===== config.mk =====
export PLATFORM = sky130hd
export DESIGN_NAME = adpcm_rom_sequencer
export DESIGN_NICKNAME = d
export VERILOG_FILES = /design/src/rtl/adpcm_rom_sequencer.sv
export SDC_FILE = /design/constraint.sdc
export NUM_CORES = 1
export LEC_CHECK = 0
export BUFFER_PORTS_ARGS = -buffer_cell sky130_fd_sc_hd__buf_4
export CAP_MARGIN = 30
export CELL_PAD_IN_SITES_DETAIL_PLACEMENT = 1
export CELL_PAD_IN_SITES_GLOBAL_PLACEMENT = 2
export CORE_MARGIN = 1
export CORE_UTILIZATION = 38
export DETAILED_ROUTE_END_ITERATION = 12
export HOLD_SLACK_MARGIN = 0.1
export PLACE_DENSITY_LB_ADDON = 0.3
export SKIP_CTS_REPAIR_TIMING = 1
export SLEW_MARGIN = 10
export SYNTH_ARGS = -nofsm -noshare
export SYNTH_HDL_FRONTEND = slang
export SYNTH_SLANG_ARGS = --single-unit

===== constraint.sdc =====
create_clock -name clk -period 3.8 [get_ports clk]
set_clock_uncertainty 0.15 [all_clocks]
set_input_delay 0.57 -clock clk [delete_from_list [all_inputs] [get_ports clk]]
set_output_delay 0.57 -clock clk [all_outputs]
set_load 0.03 [all_outputs]

===== src/rtl/adpcm_rom_sequencer.sv =====
// ADPCM sample playback sequencer: fetches packed bytes from ROM and feeds nibbles to the decoder.
// Optional looping playback is enabled by defining ADPCM_SEQ_LOOP_EN.
module adpcm_rom_sequencer #(
  parameter int AW       = 16,
  parameter bit HI_FIRST = 1'b1
) (
  input  logic          clk,
  input  logic          rst,
  input  logic          cen_lo,
  input  logic          cpu_wr,
  input  logic [2:0]    cpu_addr,
  input  logic [7:0]    cpu_din,
  output logic [7:0]    cpu_dout,
  output logic          rom_cs,
  output logic [AW-1:0] rom_addr,
  input  logic [7:0]    rom_data,
  input  logic          rom_ok,
  output logic [3:0]    adpcm_din,
  output logic          adpcm_rst,
  output logic          irq
);

  localparam logic [1:0] ST_IDLE  = 2'd0;
  localparam logic [1:0] ST_PRIME = 2'd1;
  localparam logic [1:0] ST_PLAY  = 2'd2;

  logic [1:0]    state;
  logic [15:0]   start_r, end_r;
  logic [AW-1:0] cur, end_act;
  logic          end_hit;
  logic [7:0]    shift_r, pre_r;
  logic          shift_valid, shift_is_end, ptr;
  logic          pre_valid, pre_is_end;
  logic          done_pending, underrun, irq_r;
  logic          loop_on;

  logic          ctrl_wr, play_on, play_off, flag_clr, busy, at_end;
  logic [AW-1:0] adv_cur, adv_end_act;
  logic          adv_end_hit;

`ifdef ADPCM_SEQ_LOOP_EN
  logic loop_r, irq_pulse;
  assign loop_on = loop_r;
  assign irq     = irq_r | irq_pulse;
`else
  assign loop_on = 1'b0;
  assign irq     = irq_r;
`endif

  assign ctrl_wr  = cpu_wr && (cpu_addr == 3'd4);
  assign play_on  = ctrl_wr && cpu_din[0];
  assign play_off = ctrl_wr && !cpu_din[0];
  assign flag_clr = ctrl_wr && cpu_din[7];
  assign busy     = (state != ST_IDLE);
  assign cpu_dout = {busy, underrun, irq, 5'd0};

  // ROM handshake: rom_cs is a level request holding rom_addr stable; a byte is
  // accepted on the clk where rom_cs && rom_ok, and the request drops that same edge
  // whenever no further byte is wanted. rom_ok without rom_cs is ignored.
  assign rom_cs   = (state == ST_PRIME) || ((state == ST_PLAY) && !pre_valid && !end_hit);
  assign rom_addr = cur;
  assign at_end   = (cur == end_act);

  // Address step after an accepted byte: wrap at end (loop) or park on end.
  always_comb begin
    adv_cur     = cur + {{(AW-1){1'b0}}, 1'b1};
    adv_end_act = end_act;
    adv_end_hit = 1'b0;
    if (at_end) begin
      if (loop_on) begin
        adv_cur     = start_r[AW-1:0];
        adv_end_act = end_r[AW-1:0];
      end else begin
        adv_cur     = cur;
        adv_end_hit = 1'b1;
      end
    end
  end

  function automatic logic [3:0] nib(input logic [7:0] b, input logic second);
    return (HI_FIRST ^ second) ? b[7:4] : b[3:0];
  endfunction

  always_ff @(posedge clk or posedge rst) begin
    if (rst) begin
      state        <= ST_IDLE;
      start_r      <= '0;
      end_r        <= '0;
      cur          <= '0;
      end_act      <= '0;
      end_hit      <= 1'b0;
      shift_r      <= '0;
      shift_valid  <= 1'b0;
      shift_is_end <= 1'b0;
      ptr          <= 1'b0;
      pre_r        <= '0;
      pre_valid    <= 1'b0;
      pre_is_end   <= 1'b0;
      done_pending <= 1'b0;
      underrun     <= 1'b0;
      irq_r        <= 1'b0;
      adpcm_din    <= '0;
      adpcm_rst    <= 1'b1;
`ifdef ADPCM_SEQ_LOOP_EN
      loop_r       <= 1'b0;
      irq_pulse    <= 1'b0;
`endif
    end else begin
      if (cpu_wr) begin
        case (cpu_addr)
          3'd0:    start_r[7:0]  <= cpu_din;
          3'd1:    start_r[15:8] <= cpu_din;
          3'd2:    end_r[7:0]    <= cpu_din;
          3'd3:    end_r[15:8]   <= cpu_din;
          default: ;
        endcase
      end
`ifdef ADPCM_SEQ_LOOP_EN
      irq_pulse <= 1'b0;
      if (ctrl_wr) loop_r <= cpu_din[1];
`endif
      if (flag_clr) begin
        irq_r    <= 1'b0;
        underrun <= 1'b0;
      end

      if (play_on) begin
        state        <= ST_PRIME;
        cur          <= start_r[AW-1:0];
        end_act      <= end_r[AW-1:0];
        end_hit      <= 1'b0;
        shift_valid  <= 1'b0;
        pre_valid    <= 1'b0;
        ptr          <= 1'b0;
        done_pending <= 1'b0;
        adpcm_rst    <= 1'b1;
        adpcm_din    <= '0;
      end else if (play_off) begin
        state        <= ST_IDLE;
        adpcm_rst    <= 1'b1;
        done_pending <= 1'b0;
      end else begin
        case (state)
          ST_PRIME: begin
            if (rom_ok) begin
              shift_r      <= rom_data;
              shift_valid  <= 1'b1;
              shift_is_end <= at_end;
              cur          <= adv_cur;
              end_act      <= adv_end_act;
              end_hit      <= adv_end_hit;
              state        <= ST_PLAY;
              adpcm_rst    <= 1'b0;
            end
          end
          ST_PLAY: begin
            if (rom_cs && rom_ok) begin
              pre_r      <= rom_data;
              pre_valid  <= 1'b1;
              pre_is_end <= at_end;
              cur        <= adv_cur;
              end_act    <= adv_end_act;
              end_hit    <= adv_end_hit;
            end
            if (cen_lo) begin
              if (done_pending) begin
                state        <= ST_IDLE;
                adpcm_rst    <= 1'b1;
                adpcm_din    <= '0;
                done_pending <= 1'b0;
              end else if (!ptr) begin
                if (shift_valid) begin
                  adpcm_din <= nib(shift_r, 1'b0);
                  ptr       <= 1'b1;
                end else if (pre_valid) begin
                  // Late byte finally arrived: start it straight from pre.
                  adpcm_din    <= nib(pre_r, 1'b0);
                  shift_r      <= pre_r;
                  shift_is_end <= pre_is_end;
                  shift_valid  <= 1'b1;
                  pre_valid    <= 1'b0;
                  ptr          <= 1'b1;
                end else begin
                  adpcm_din <= '0;
                  underrun  <= 1'b1;
                end
              end else begin
                adpcm_din <= nib(shift_r, 1'b1);
                ptr       <= 1'b0;
                if (shift_is_end && !loop_on) begin
                  done_pending <= 1'b1;
                end else begin
`ifdef ADPCM_SEQ_LOOP_EN
                  if (shift_is_end) irq_pulse <= 1'b1;
`endif
                  if (pre_valid) begin
                    shift_r      <= pre_r;
                    shift_is_end <= pre_is_end;
                    pre_valid    <= 1'b0;
                  end else begin
                    shift_valid <= 1'b0;
                  end
                end
              end
            end
          end
          default: ;
        endcase
      end

      // End-of-sample set takes priority over a same-cycle clear.
      if ((state == ST_PLAY) && cen_lo && done_pending) irq_r <= 1'b1;
    end
  end

endmodule


==> results by group <==
Layout
  • Layout area overhead: 17.96%
  • Nets: 516
  • Util after Layout: 46.80%
  • Final instance area: 5458 µm²
  • Fraction of layout cells with a size suffix above 1: 26.37%
  • Ant diodes: 0

Routing
  • Antenna viol nets, final: 0
  • Met1 WL: 5.954 mm
  • DR iter-0 viols: 200
  • Top Metal Used: met4
  • TritonRoute pass-1 iters: 10
  • Wire per inst: 19.05 µm
  • Drc violations: 2
  • DR WL met3: 415 µm
  • Routed vias: 3536
  • Final WL: 12.12 mm
  • Via density: 5.560
  • Met2 wire length: 5.511 mm

Logic synthesis
  • Largest area contributor in the netlist: dfrtp_1
  • Sequential cell area fraction in the yosys report: 51.95%
  • Yosys reg bits: 96
  • Top-area cell type share of the netlist area: 51.38%
  • YS warnings: 0
  • Synthesized area per cell: 10.52 µm²
  • Top_reg_cell synth: dfrtp_1
  • Post-synth EDFFs: 0
  • Post-synthesis cell area: 4627 µm²
  • Synthesized instance count: 440
  • Most frequent cell after synthesis: dfrtp_1
  • Synth cell types: 50
  • Async set or reset register ratio after synthesis: 100.0%
  • Most frequent cells after synthesis: dfrtp_1 (95), nand2_1 (84), mux2_2 (41)
  • Top cells by area, synth: dfrtp_1 (51%), mux2_2 (10%), nand2_1 (6.8%)

Worst setup path
  • Reg2Reg Setup Slack: 1.09 ns
  • Worst r2r src: rom_addr[11]$_DFFE_PP0P_
  • Endpoint class of the critical path: flop
  • Worst EP required: 3.92 ns
  • Critical Path AT: 2.82 ns
  • Critical path peak fanout: 18
  • R2R Path End: rom_addr[15]$_DFFE_PP0P_
  • Type of the worst setup path: flop to flop
  • Reg2reg path depth: 6
  • Crit start category: flop

Placement
  • Placed Area: 5151 µm²
  • DP HPWL: 8.657 mm
  • Port Buf Inserts: 49
  • Final GP Congestion: 0.7885

Floorplan
  • Core ar.: 11660 µm²
  • Total Die Area: 12620 µm²
  • Die W: 112.3 µm
  • Top-Level Pins: 55
  • Die height: 112.3 µm
  • Row count: 39
  • Initial core utilization: 39.67%

Pwr
  • Max VDD drop: 0.3197 mV
  • P_leak: 2.425 nW
  • PwrDens: 746.5 nW/µm²

STA
  • Max_slew headroom: 39.90%
  • Post-route setup TNS: 0 ns
  • Fin crit share: 71.21%
  • Worst slew pin tran: 0.8948 ns
  • RSZ-0062 raised after global routing: no
  • Final Slew Violations: 0
  • # setup viols final: 0
  • Min cycle time layout: 2.706 ns
  • Max Fclk: 369.5 MHz
  • Fin. Hold Viols: 0

Global route
  • Largest net degree at the start of global routing: 60
  • Vias in the first global route: 3634
  • First-pass GRT wire length: 20.11 mm
  • Gr usage total: 21.13%
  • Overflow after GRT: 0
  • Antenna violations before repair: 0

Clock tree
  • Num Clock Sinks: 96
  • Clock slew seen by the registers of the worst setup and hold paths: 0.07 ns
  • CTS root buffer: clkbuf_16
  • Bufs on Longest Clock Path: 2
  • TritonCTS Buffers: 9
  • CTS tree: yes
  • H-tree Lvls: 3
  • Clk_lat worst skew: 0.35 ns

Run status
  • Violated checks: DRC
  • Status: complete, but fails checks

Worst hold path
  • Min-Delay Path Class: input port to async pin

Run
  • Max Cap Viol: 0
cell families after synthesis:
group	Yosys count	share of synthesized area, %
multiplexers	49	11.71
AND/OR/NAND/NOR	160	17.04
buffers and inverters	39	4.191
AO/OA/AOI/OAI	75	10.93
other	1	0.08105
XOR/XNOR	16	3.029
adder cells (fa/ha/maj)	4	1.082
flip-flops	96	51.95
final cells by class:
cell class | instances | area [µm²]
Inverter | 9 | 36.28
Clock inverter | 6 | 67.56
Fill cell | 1289 | 6205
Tap cell | 143 | 178.9
Timing Repair Buffer | 63 | 473.0
Clock buffer | 10 | 239.0
Sequential cell | 96 | 2404
Multi-Input combinational cell | 309 | 2059
registers in the layout (all words and copies together) (netlist names):
register and cells:
pre_valid 1, shift_is_end 1, done_pending 1, pre_is_end 1
rom_addr 16, underrun 1, end_hit 1, shift_r 8
end_act 16, adpcm_din 4, adpcm_rst 1, pre_r 8
state 2, irq 1, end_r 16, ptr 1
start_r 16, shift_valid 1
worst max-delay path, stage by stage, from the launching register on:
cell	delay [ns]
dfrtp_1	0.47
xnor2_1	0.24
nand4_1	0.26
nor4_4	0.87
buf_4	0.34
o31ai_1	0.11
a31oi_1	0.18
power by group:
| group | internal (W) | switching (W) |
|---|---|---|
| clock network | 0.000531 | 0.000412 |
| registers | 0.00135 | 0.000349 |
| logic | 0.000624 | 0.000808 |
| total | 0.00251 | 0.00157 |
worst max path at each step:
stage                          endpoint  slack [ns]                startpoint  cells after the start
3_5_place_dp   rom_addr[14]$_DFFE_PP0P_        1.04               cpu_addr[1]                      7
5_1_grt            pre_r[2]$_DFFE_PP0P_        0.84      state[0]$_DFFE_PP0P_                      7
2_1_floorplan  adpcm_din[0]$_DFFE_PP0P_        0.58                       rst                      1
4_1_cts        rom_addr[15]$_DFFE_PP0P_        1.09  rom_addr[11]$_DFFE_PP0P_                      6
6_report       rom_addr[15]$_DFFE_PP0P_        1.09  rom_addr[11]$_DFFE_PP0P_                      6
3_3_place_gp    rom_addr[3]$_DFFE_PP0P_        1.13               cpu_addr[1]                      7
routing by layer:
layer  GRT usage, %  vias to the layer above
li1               -                     1647
met5              0                        -
met2          32.51                       62
met4          8.889                        0
met1          29.81                     1809
met3          3.186                       18
cell usage in the layout (no fill, tap or decap), types with 2 or more instances in the layout:
master	count
o211ai_1	3
nand3b_1	4
nand4_1	9
a21oi_1	17
clkinvlp_4	2
nor3b_1	2
nand2_1	84
mux2i_1	8
o31ai_1	12
a31oi_1	11
nor2_1	16
or4_1	14
buf_4	63
o311ai_0	2
nor2b_1	3
nor3_1	4
clkbuf_16	9
or2_2	2
o21ai_0	17
nand3_1	10
a22o_1	2
nand2b_1	2
inv_1	8
conb_1	5
xnor2_1	16
mux2_2	41
ha_1	4
dfrtp_1	95
o22a_1	2
metrics by stage:
step	setup slack (ns)	std cells	hold WS (ns)	total power (W)
detailed placement	1.037	620	0.3018	0.003162
floorplan	0.5763	444	0.2831	0.002676
global placement	1.128	620	0.2897	0.003104
finish	1.094	636	0.2149	0.004074
global route	0.8385	636	0.2748	0.004333
CTS	1.085	636	0.2499	0.004109
Note: power is estimated with default switching activity, not from simulation.
